[src/rtl/mult_ctrl_pkg.sv]
// Shared constants and the tag layout for the shared-multiplier controller.
// The tag travels beside each operation in the multiplier pipeline.
package mult_ctrl_pkg;

    localparam int DEF_NREQ  = 4;
    localparam int DEF_WIDTH = 32;
    localparam int DEF_LAT   = 2;
    localparam int MAX_NREQ  = 8;

    localparam int ID_W     = $clog2(DEF_NREQ);
    // The id field is sized for the largest legal NREQ, so one layout fits every build.
    localparam int TAG_ID_W = $clog2(MAX_NREQ);

    typedef struct packed {
        logic                valid;
        logic [TAG_ID_W-1:0] id;
    } tag_t;

endpackage

[src/rtl/rr_arbiter.sv]
// Combinational round-robin arbiter: the first requester at or above ptr wins,
// with wrap-around. Nothing is granted while enable is low.
module rr_arbiter #(
    parameter int NREQ = 4,
    parameter int IDW  = $clog2(NREQ)
) (
    input  logic [NREQ-1:0] req,
    input  logic            enable,
    input  logic [IDW-1:0]  ptr,
    output logic [NREQ-1:0] grant,
    output logic [IDW-1:0]  gnt_idx,
    output logic            gnt_any
);

    int   j;
    logic found;

    always_comb begin
        grant   = '0;
        gnt_idx = '0;
        gnt_any = 1'b0;
        found   = 1'b0;
        j       = 0;
        for (int k = 0; k < NREQ; k++) begin
            j = int'(ptr) + k;
            if (j >= NREQ) begin
                j = j - NREQ;
            end
            if (!found && enable && req[j]) begin
                found    = 1'b1;
                grant[j] = 1'b1;
                gnt_idx  = IDW'(j);
                gnt_any  = 1'b1;
            end
        end
    end

endmodule

[src/rtl/mult_share_ctrl.sv]
// Shares one fixed-latency pipelined multiplier among NREQ requesters and
// returns each product on a common response bus tagged with the requester id.
module mult_share_ctrl
    import mult_ctrl_pkg::*;
#(
    parameter int NREQ  = DEF_NREQ,
    parameter int WIDTH = DEF_WIDTH,
    parameter int LAT   = DEF_LAT
) (
    input  logic                    clk,
    input  logic                    rst,
    input  logic                    enable,
    input  logic [NREQ-1:0]         req_valid,
    output logic [NREQ-1:0]         req_ready,
    input  logic [NREQ*WIDTH-1:0]   req_a,
    input  logic [NREQ*WIDTH-1:0]   req_b,
    output logic [WIDTH-1:0]        mul_a,
    output logic [WIDTH-1:0]        mul_b,
    input  logic [2*WIDTH-1:0]      mul_p,
    output logic [NREQ-1:0]         rsp_valid,
    output logic [$clog2(NREQ)-1:0] rsp_id,
    output logic [2*WIDTH-1:0]      rsp_p,
    output logic                    idle
);

    localparam int IDW = $clog2(NREQ);

    logic [IDW-1:0]  ptr;
    logic [NREQ-1:0] grant;
    logic [IDW-1:0]  gnt_idx;
    logic            hs;
    tag_t            tags [LAT+1];
    tag_t            last;
    logic            busy;

    // Handshake: requester i transfers its operands in the cycle where
    // req_valid[i] && req_ready[i]; operands must stay stable while valid && !ready.
    rr_arbiter #(
        .NREQ (NREQ),
        .IDW  (IDW)
    ) u_arb (
        .req     (req_valid),
        .enable  (enable && !rst),
        .ptr     (ptr),
        .grant   (grant),
        .gnt_idx (gnt_idx),
        .gnt_any (hs)
    );

    assign req_ready = grant;
    assign last      = tags[LAT];

    always_ff @(posedge clk) begin
        if (rst) begin
            ptr   <= '0;
            mul_a <= '0;
            mul_b <= '0;
        end else if (hs) begin
            ptr   <= (gnt_idx == IDW'(NREQ - 1)) ? '0 : gnt_idx + IDW'(1);
            mul_a <= req_a[gnt_idx*WIDTH +: WIDTH];
            mul_b <= req_b[gnt_idx*WIDTH +: WIDTH];
        end
    end

    // Stage 0 lines up with mul_a/mul_b; stage LAT lines up with mul_p.
    always_ff @(posedge clk) begin
        if (rst) begin
            for (int s = 0; s <= LAT; s++) begin
                tags[s] <= '0;
            end
        end else begin
            tags[0].valid <= hs;
            tags[0].id    <= TAG_ID_W'(gnt_idx);
            for (int s = 1; s <= LAT; s++) begin
                tags[s] <= tags[s-1];
            end
        end
    end

    always_ff @(posedge clk) begin
        if (rst) begin
            rsp_valid <= '0;
            rsp_id    <= '0;
            rsp_p     <= '0;
        end else if (last.valid) begin
            rsp_valid <= NREQ'(1) << last.id;
            rsp_id    <= last.id[IDW-1:0];
            rsp_p     <= mul_p;
        end else begin
            rsp_valid <= '0;
        end
    end

    always_comb begin
        busy = 1'b0;
        for (int s = 0; s <= LAT; s++) begin
            busy = busy | tags[s].valid;
        end
    end

    assign idle = !busy && (rsp_valid == '0);

endmodule

[config.mk]
export PLATFORM = sky130hd
export DESIGN_NAME = mult_share_ctrl
export DESIGN_NICKNAME = d
export VERILOG_FILES = /design/src/rtl/mult_ctrl_pkg.sv /design/src/rtl/rr_arbiter.sv /design/src/rtl/mult_share_ctrl.sv
export SDC_FILE = /design/constraint.sdc
export NUM_CORES = 1
export LEC_CHECK = 0
export BUFFER_PORTS_ARGS = -buffer_cell sky130_fd_sc_hd__buf_4
export CORE_AREA = 2 2 181 183
export CTS_BUF_LIST = sky130_fd_sc_hd__clkbuf_8 sky130_fd_sc_hd__clkbuf_16
export CTS_CLUSTER_DIAMETER = 100
export DETAILED_ROUTE_END_ITERATION = 6
export DIE_AREA = 0 0 183 185
export RECOVER_POWER = 25
export SLEW_MARGIN = 20
export SYNTH_ARGS = -nofsm -noshare
export SYNTH_HDL_FRONTEND = slang
export SYNTH_SLANG_ARGS = --single-unit
[constraint.sdc]
create_clock -name clk -period 3.12 [get_ports clk]
set_input_delay 0.624 -clock clk [delete_from_list [all_inputs] [get_ports clk]]
set_output_delay 0.624 -clock clk [all_outputs]
set_load 0.005 [all_outputs]
Word level (Yosys, flattened, before mapping)
Memories as Yosys holds them, arrays and structs flattened.
Cells that the tools add are included.
{"block": "op_classes", "n_reduce_logical": 20, "n_mux": 44, "mul": 0, "eq_ne": 1, "addsub": 8, "magnitude_cmp": 12, "bitwise_logic": 10, "shifts": 3, "div_mod_pow": 0}
{"op": "$shiftx A128 B8 Y32", "n": 2}
{"op": "$ge A32 B1 Y1 const B", "n": 4}
{"op": "$lt A32 B4 Y1 const B", "n": 4}
{"op": "$mux W32", "n": 4}
{"op": "$ge A32 B4 Y1 const B", "n": 3}
{"op": "$sub A32 B4 Y32 const B", "n": 3}
{"op": "$mux W4", "n": 6}
{"op": "$mux W1", "n": 20}
{"op": "$logic_and A1 B1 Y1", "n": 13}
{"op": "$or A4 B4 Y4", "n": 3}
{"op": "$mux W2", "n": 5}
{"op": "$bmux W1 S2", "n": 4}
{"op": "$demux W1 S2", "n": 4}
{"op": "$add A2 B2 Y3 const B", "n": 2}
{"op": "$or A1 B1 Y1", "n": 6}
{"op": "$logic_not A1 Y1", "n": 5}
{"op": "$logic_not A4 Y1", "n": 1}
{"op": "$shl A1 B3 Y4 const A", "n": 1}
{"op": "$sub A2 B3 Y4 const B", "n": 1}
{"op": "$add A2 B1 Y3 const B", "n": 1}
{"op": "$ge A2 B3 Y1 const B", "n": 1}
{"op": "$mux W3", "n": 1}
{"op": "$add A2 B1 Y2 const B", "n": 1}
{"op": "$eq A2 B2 Y1 const B", "n": 1}
{"op": "other kinds (2)", "n": 2}
{"block": "totals", "regBits": 136, "n_memories": 1, "mem_bits_rw": 12, "latchBits": 0, "output_inout_bits": 139, "elab_cells": 105, "inputBits": 327, "mem_bits_ro": 0}
{"name": "tags", "depth": 3, "width": 4, "rd": 3, "rd_ports_with_merged_regs": 0, "wr": 3, "line": "mult_share_ctrl.sv:32", "text": "tag_t tags [LAT+1];"}

Longest topological paths before layout
{"block": "depth", "depth_word": 21, "mapped_depth": 12}

By module
From an unflattened synthesis, not the netlist that was laid out.
{"block": "unflattened", "cells_unflattened": 681, "hier_area_um2": 7602.3}
{"mod": "mult_share_ctrl", "area_per_inst_um2": 7093.1, "seq_area_each_um2": 2902.8, "n_inst": 1, "cells_per_inst": 620}
{"mod": "rr_arbiter", "area_per_inst_um2": 509.2, "seq_area_each_um2": 0.0, "n_inst": 1, "cells_per_inst": 61}

Worst setup path before layout
Ideal clock, no wire load.
{"block": "synth_path", "path_kind": "register to output", "startpoint": "register ptr[0]", "endpoint": "output req_ready[0]", "arrival_time_ns": 2.084, "stages_incl_launch_ff": 10, "setup_slack_ns": 0.412, "cell_sequence": "dfxtp_1 -> buf_6 -> inv_1 -> ha_1 -> buf_2 -> mux4_2 -> or2_1 -> a21oi_1 -> a22oi_1 -> nand2_1"}
{"block": "synth_between", "elab_chain_len": 19, "elab_cells_between_ends": 67, "cone_classes": "add/sub: 7; order compare: 12; mux: 31; bitwise: 3; reduce/logical: 14"}
{"element": "start: declaration", "line": "mult_share_ctrl.sv:28", "text": "logic [IDW-1:0] ptr;"}
{"element": "start signal: assignment", "line": "mult_share_ctrl.sv:59", "text": "ptr <= (gnt_idx == IDW'(NREQ - 1)) ? '0 : gnt_idx + IDW'(1);"}
{"element": "branches (longest 18 deep; another with $sub A32 B4 Y32)"}
{"element": "$mux W4 *", "line": "rr_arbiter.sv:29", "text": "if (!found && enable && req[j]) begin"}
{"element": "end: declaration", "line": "mult_share_ctrl.sv:14", "text": "output logic [NREQ-1:0] req_ready,"}
Mark *: on every way between the ends. The select of a mux whose other input is x is not followed.

Final worst setup path
{"block": "layout_path", "startpoint": "register ptr[1]", "endpoint": "output req_ready[0]"}
Same word-level chain as after synthesis.

==> results.py <==
metrics = {
    "flow_run": {
        "maxCapViolCount": 1,
    },
    "power": {
        "p_per_area_nw_per_um2": 451,
        "p_leak_nw": 4.86,
        "peakVddDrop_uv": 341,
    },
    "drt": {
        "drt-initial-drc-count": 263,
        "wl_per_cell_um": 17.2,
        "drc": 0,
        "drt-pass1-iter-count": 4,
        "vias": 6884,
        "drtAntennaViolNets": 0,
        "vias_per_cell": 4.46,
        "routed_wl_mm": 26.6,
    },
    "placement": {
        "post-place-ws_ps": 255,
        "gp_congestion": 0.843,
        "hpwl_mm": 20.6,
        "dpl_cell_area_um2": 11000,
        "io_buffers": 465,
        "dp.cells": 1511,
    },
    "floorplan": {
        "start_util_pct": 22.1,
        "core_area_um2": 32000,
        "fp.dieArea_um2": 33900,
        "num_io_pins": 466,
        "die_h_um": 185,
        "row_count": 66,
        "die_x_um": 183,
    },
    "global_route": {
        "grt_start_max_net_pins": 80,
        "grt_pass1_wl_mm": 39.2,
        "grt_usage_pct": 15.2,
        "grt-ovfl-total": 0,
        "grt_antenna_before_repair": 0,
        "grt_pass1_vias": 7066,
    },
    "layout": {
        "n_antenna_cell": 0,
        "utilization_pct": 36.0,
        "final_nets": 1458,
        "final_cells": 1544,
        "drive_gt1_share_pct": 49.4,
        "mostFrequentLayoutCells": "buf_4, mux2i_1, dfxtp_1",
        "area_growth_pct": 62.8,
        "mostFrequentLayoutCell": "buf_4",
        "fin_area_um2": 11500,
    },
    "clocking": {
        "cts_buffers": 17,
        "cts_tree": "built",
        "clkTransAtPathRegs_ps": 80,
        "htree_levels": 4,
        "clock-root-buffer": "clkbuf_16",
        "cts_num_sinks": 145,
        "clockBufferDepth": 2,
        "clock_latency_ps": 430,
    },
    "critical_path": {
        "crit_arrival_ps": 2320,
        "critical_path_buf_inv_count": 2,
        "path_cells": "inv_1, ha_4, mux4_2, or2_1, a21oi_2, a22oi_1, nand2_1, buf_4",
        "crit_path_end_kind": "primary output",
        "critPathLaunchType": "flop",
        "critical_path_class": "flop to primary output",
        "crit_required_ps": 2500,
        "crit_family": "simple AND/OR/NAND/NOR gates",
        "crit_path_max_fanout": 7,
        "cp_slowest_cell": "ha_4",
        "slowest_delay_ps": 350,
    },
    "sta": {
        "setup_viol": 0,
        "fin_ws_ps": 178,
        "slew_viol_final": 80,
        "finalHoldViolations": 0,
        "rsz0062_at_grt": "no",
        "finalCritPeriodShare_pct": 94.3,
        "fmax_mhz": 340,
        "fin_setup_tns_ps": 0,
        "relSlewSlack_pct": -9.60,
        "post-route-min-period_ps": 2940,
        "skew_ps": 17.9,
        "worst_slew_pin_slew_ps": 1640,
    },
    "yosys": {
        "syn-num-nets": 1004,
        "ys_seq_area_share_pct": 40.9,
        "netlist_instances": 669,
        "syn_area_um2": 7090,
        "syn_avg_cell_area_um2": 10.6,
        "ys_ff_latch": 145,
        "ys_warn_count": 0,
        "ys_types": 40,
    },
    "status": {
        "violations": "capacitance limit, slew limit",
        "status": "complete, but fails checks",
    },
    "hold_path": {
        "hold_path.class": "primary input to flop",
    },
}
==> layer usage <==
layer	up-vias	track usage (%)	share of wire [%]
met4	0	5.09	2.2
met3	29	5.64	9.5
met5	-	0	0
met1	3168	16.2	38
li1	3357	-	-
met2	330	27.4	51
==> power by group <==
group          internal, W  switching (W)  total, W
combinational     0.000675       0.000487   0.00116
sequential         0.00198      0.0000783   0.00206
clock              0.00107       0.000926   0.00199
==> metrics by stage <==
step	hold WS [ps]	total power [W]
after detailed placement	422	0.00327
after CTS	409	0.00533
after global routing	421	0.00549
after floorplan	414	0.00262
final	430	0.00521
after global placement	417	0.00327
==> synth_stat cells <==
cell | count | share of area (%)
a22oi_1 | 8 | 0.85
nand2_4 | 1 | 0.16
buf_6 | 20 | 3.2
or3_1 | 1 | 0.088
a2111oi_2 | 1 | 0.21
o221ai_1 | 30 | 3.7
buf_4 | 2 | 0.21
mux2_4 | 2 | 0.42
a21oi_2 | 1 | 0.12
o221ai_2 | 34 | 7.2
dfxtp_1 | 145 | 41
inv_1 | 5 | 0.26
o21ai_0 | 2 | 0.14
mux2i_1 | 195 | 28
nor4_1 | 2 | 0.18
nor2b_1 | 6 | 0.53
mux4_2 | 1 | 0.32
a21oi_1 | 6 | 0.42
nand2b_1 | 3 | 0.26
or4_1 | 2 | 0.21
inv_2 | 1 | 0.053
buf_2 | 5 | 0.35
a21oi_4 | 1 | 0.23
nand2_1 | 71 | 3.8
nor4bb_1 | 1 | 0.14
o22ai_2 | 1 | 0.18
nor4b_1 | 1 | 0.12
nand3_1 | 2 | 0.14
mux2i_2 | 1 | 0.19
a311o_1 | 1 | 0.14
or2_1 | 1 | 0.088
buf_1 | 6 | 0.32
o221a_2 | 1 | 0.16
nor3_1 | 4 | 0.28
xor2_1 | 1 | 0.12
ha_1 | 8 | 1.4
mux2_2 | 2 | 0.32
clkbuf_1 | 21 | 1.1
nor3b_1 | 1 | 0.11
nor2_1 | 72 | 3.8
==> sequential cells by signal, indices dropped and copies added (netlist names) <==
| register | count |
|---|---|
| mul_a | 32 |
| mul_b | 32 |
| ptr | 2 |
| rsp_id | 2 |
| rsp_p | 64 |
| rsp_valid | 4 |
| tags | 9 |
==> worst paths after layout <==
kind	start	endpoint	slack, ps	cells after the start
setup / recovery	ptr[1]	req_ready[0]	180	8
hold / removal	mul_p[37]	rsp_p[37]	430	3
setup reg to reg	ptr[1]	mul_b[17]	360	9
hold reg to reg	tags[0][4]	tags[0][8]	430	1
==> cell families after synthesis <==
| logic type | count (synthesis) | synth area share (%) |
|---|---|---|
| XOR/XNOR | 1 | 0.124 |
| AO/OA/AOI/OAI | 86 | 13.4 |
| buffers and inverters | 60 | 5.49 |
| multiplexers | 201 | 28.8 |
| flip-flops | 145 | 40.9 |
| AND/OR/NAND/NOR | 168 | 9.88 |
| adder cells (fa/ha/maj) | 8 | 1.41 |
==> worst min-delay path, stage by stage <==
cell	delay, ps
buf_4	80
mux2i_1	50
nor2_1	70
==> timing repair <==
action | in CTS | in global routing
endpoints found under the setup margin | 4 | 4
gates resized for setup | 2 | 1
hold buffers | 0 | 0
setup buffers | 0 | 1
==> cell type report <==
class / instances / area, um^2
Fill cell: 3266 / 20500
Multi-Input combinational cell: 464 / 3840
Timing Repair Buffer: 489 / 3700
Sequential cell: 145 / 2910
Tap cell: 408 / 510
Clock buffer: 18 / 439
Clock inverter: 14 / 120
Inverter: 6 / 22.5
Power figures use the tool's default switching activity.
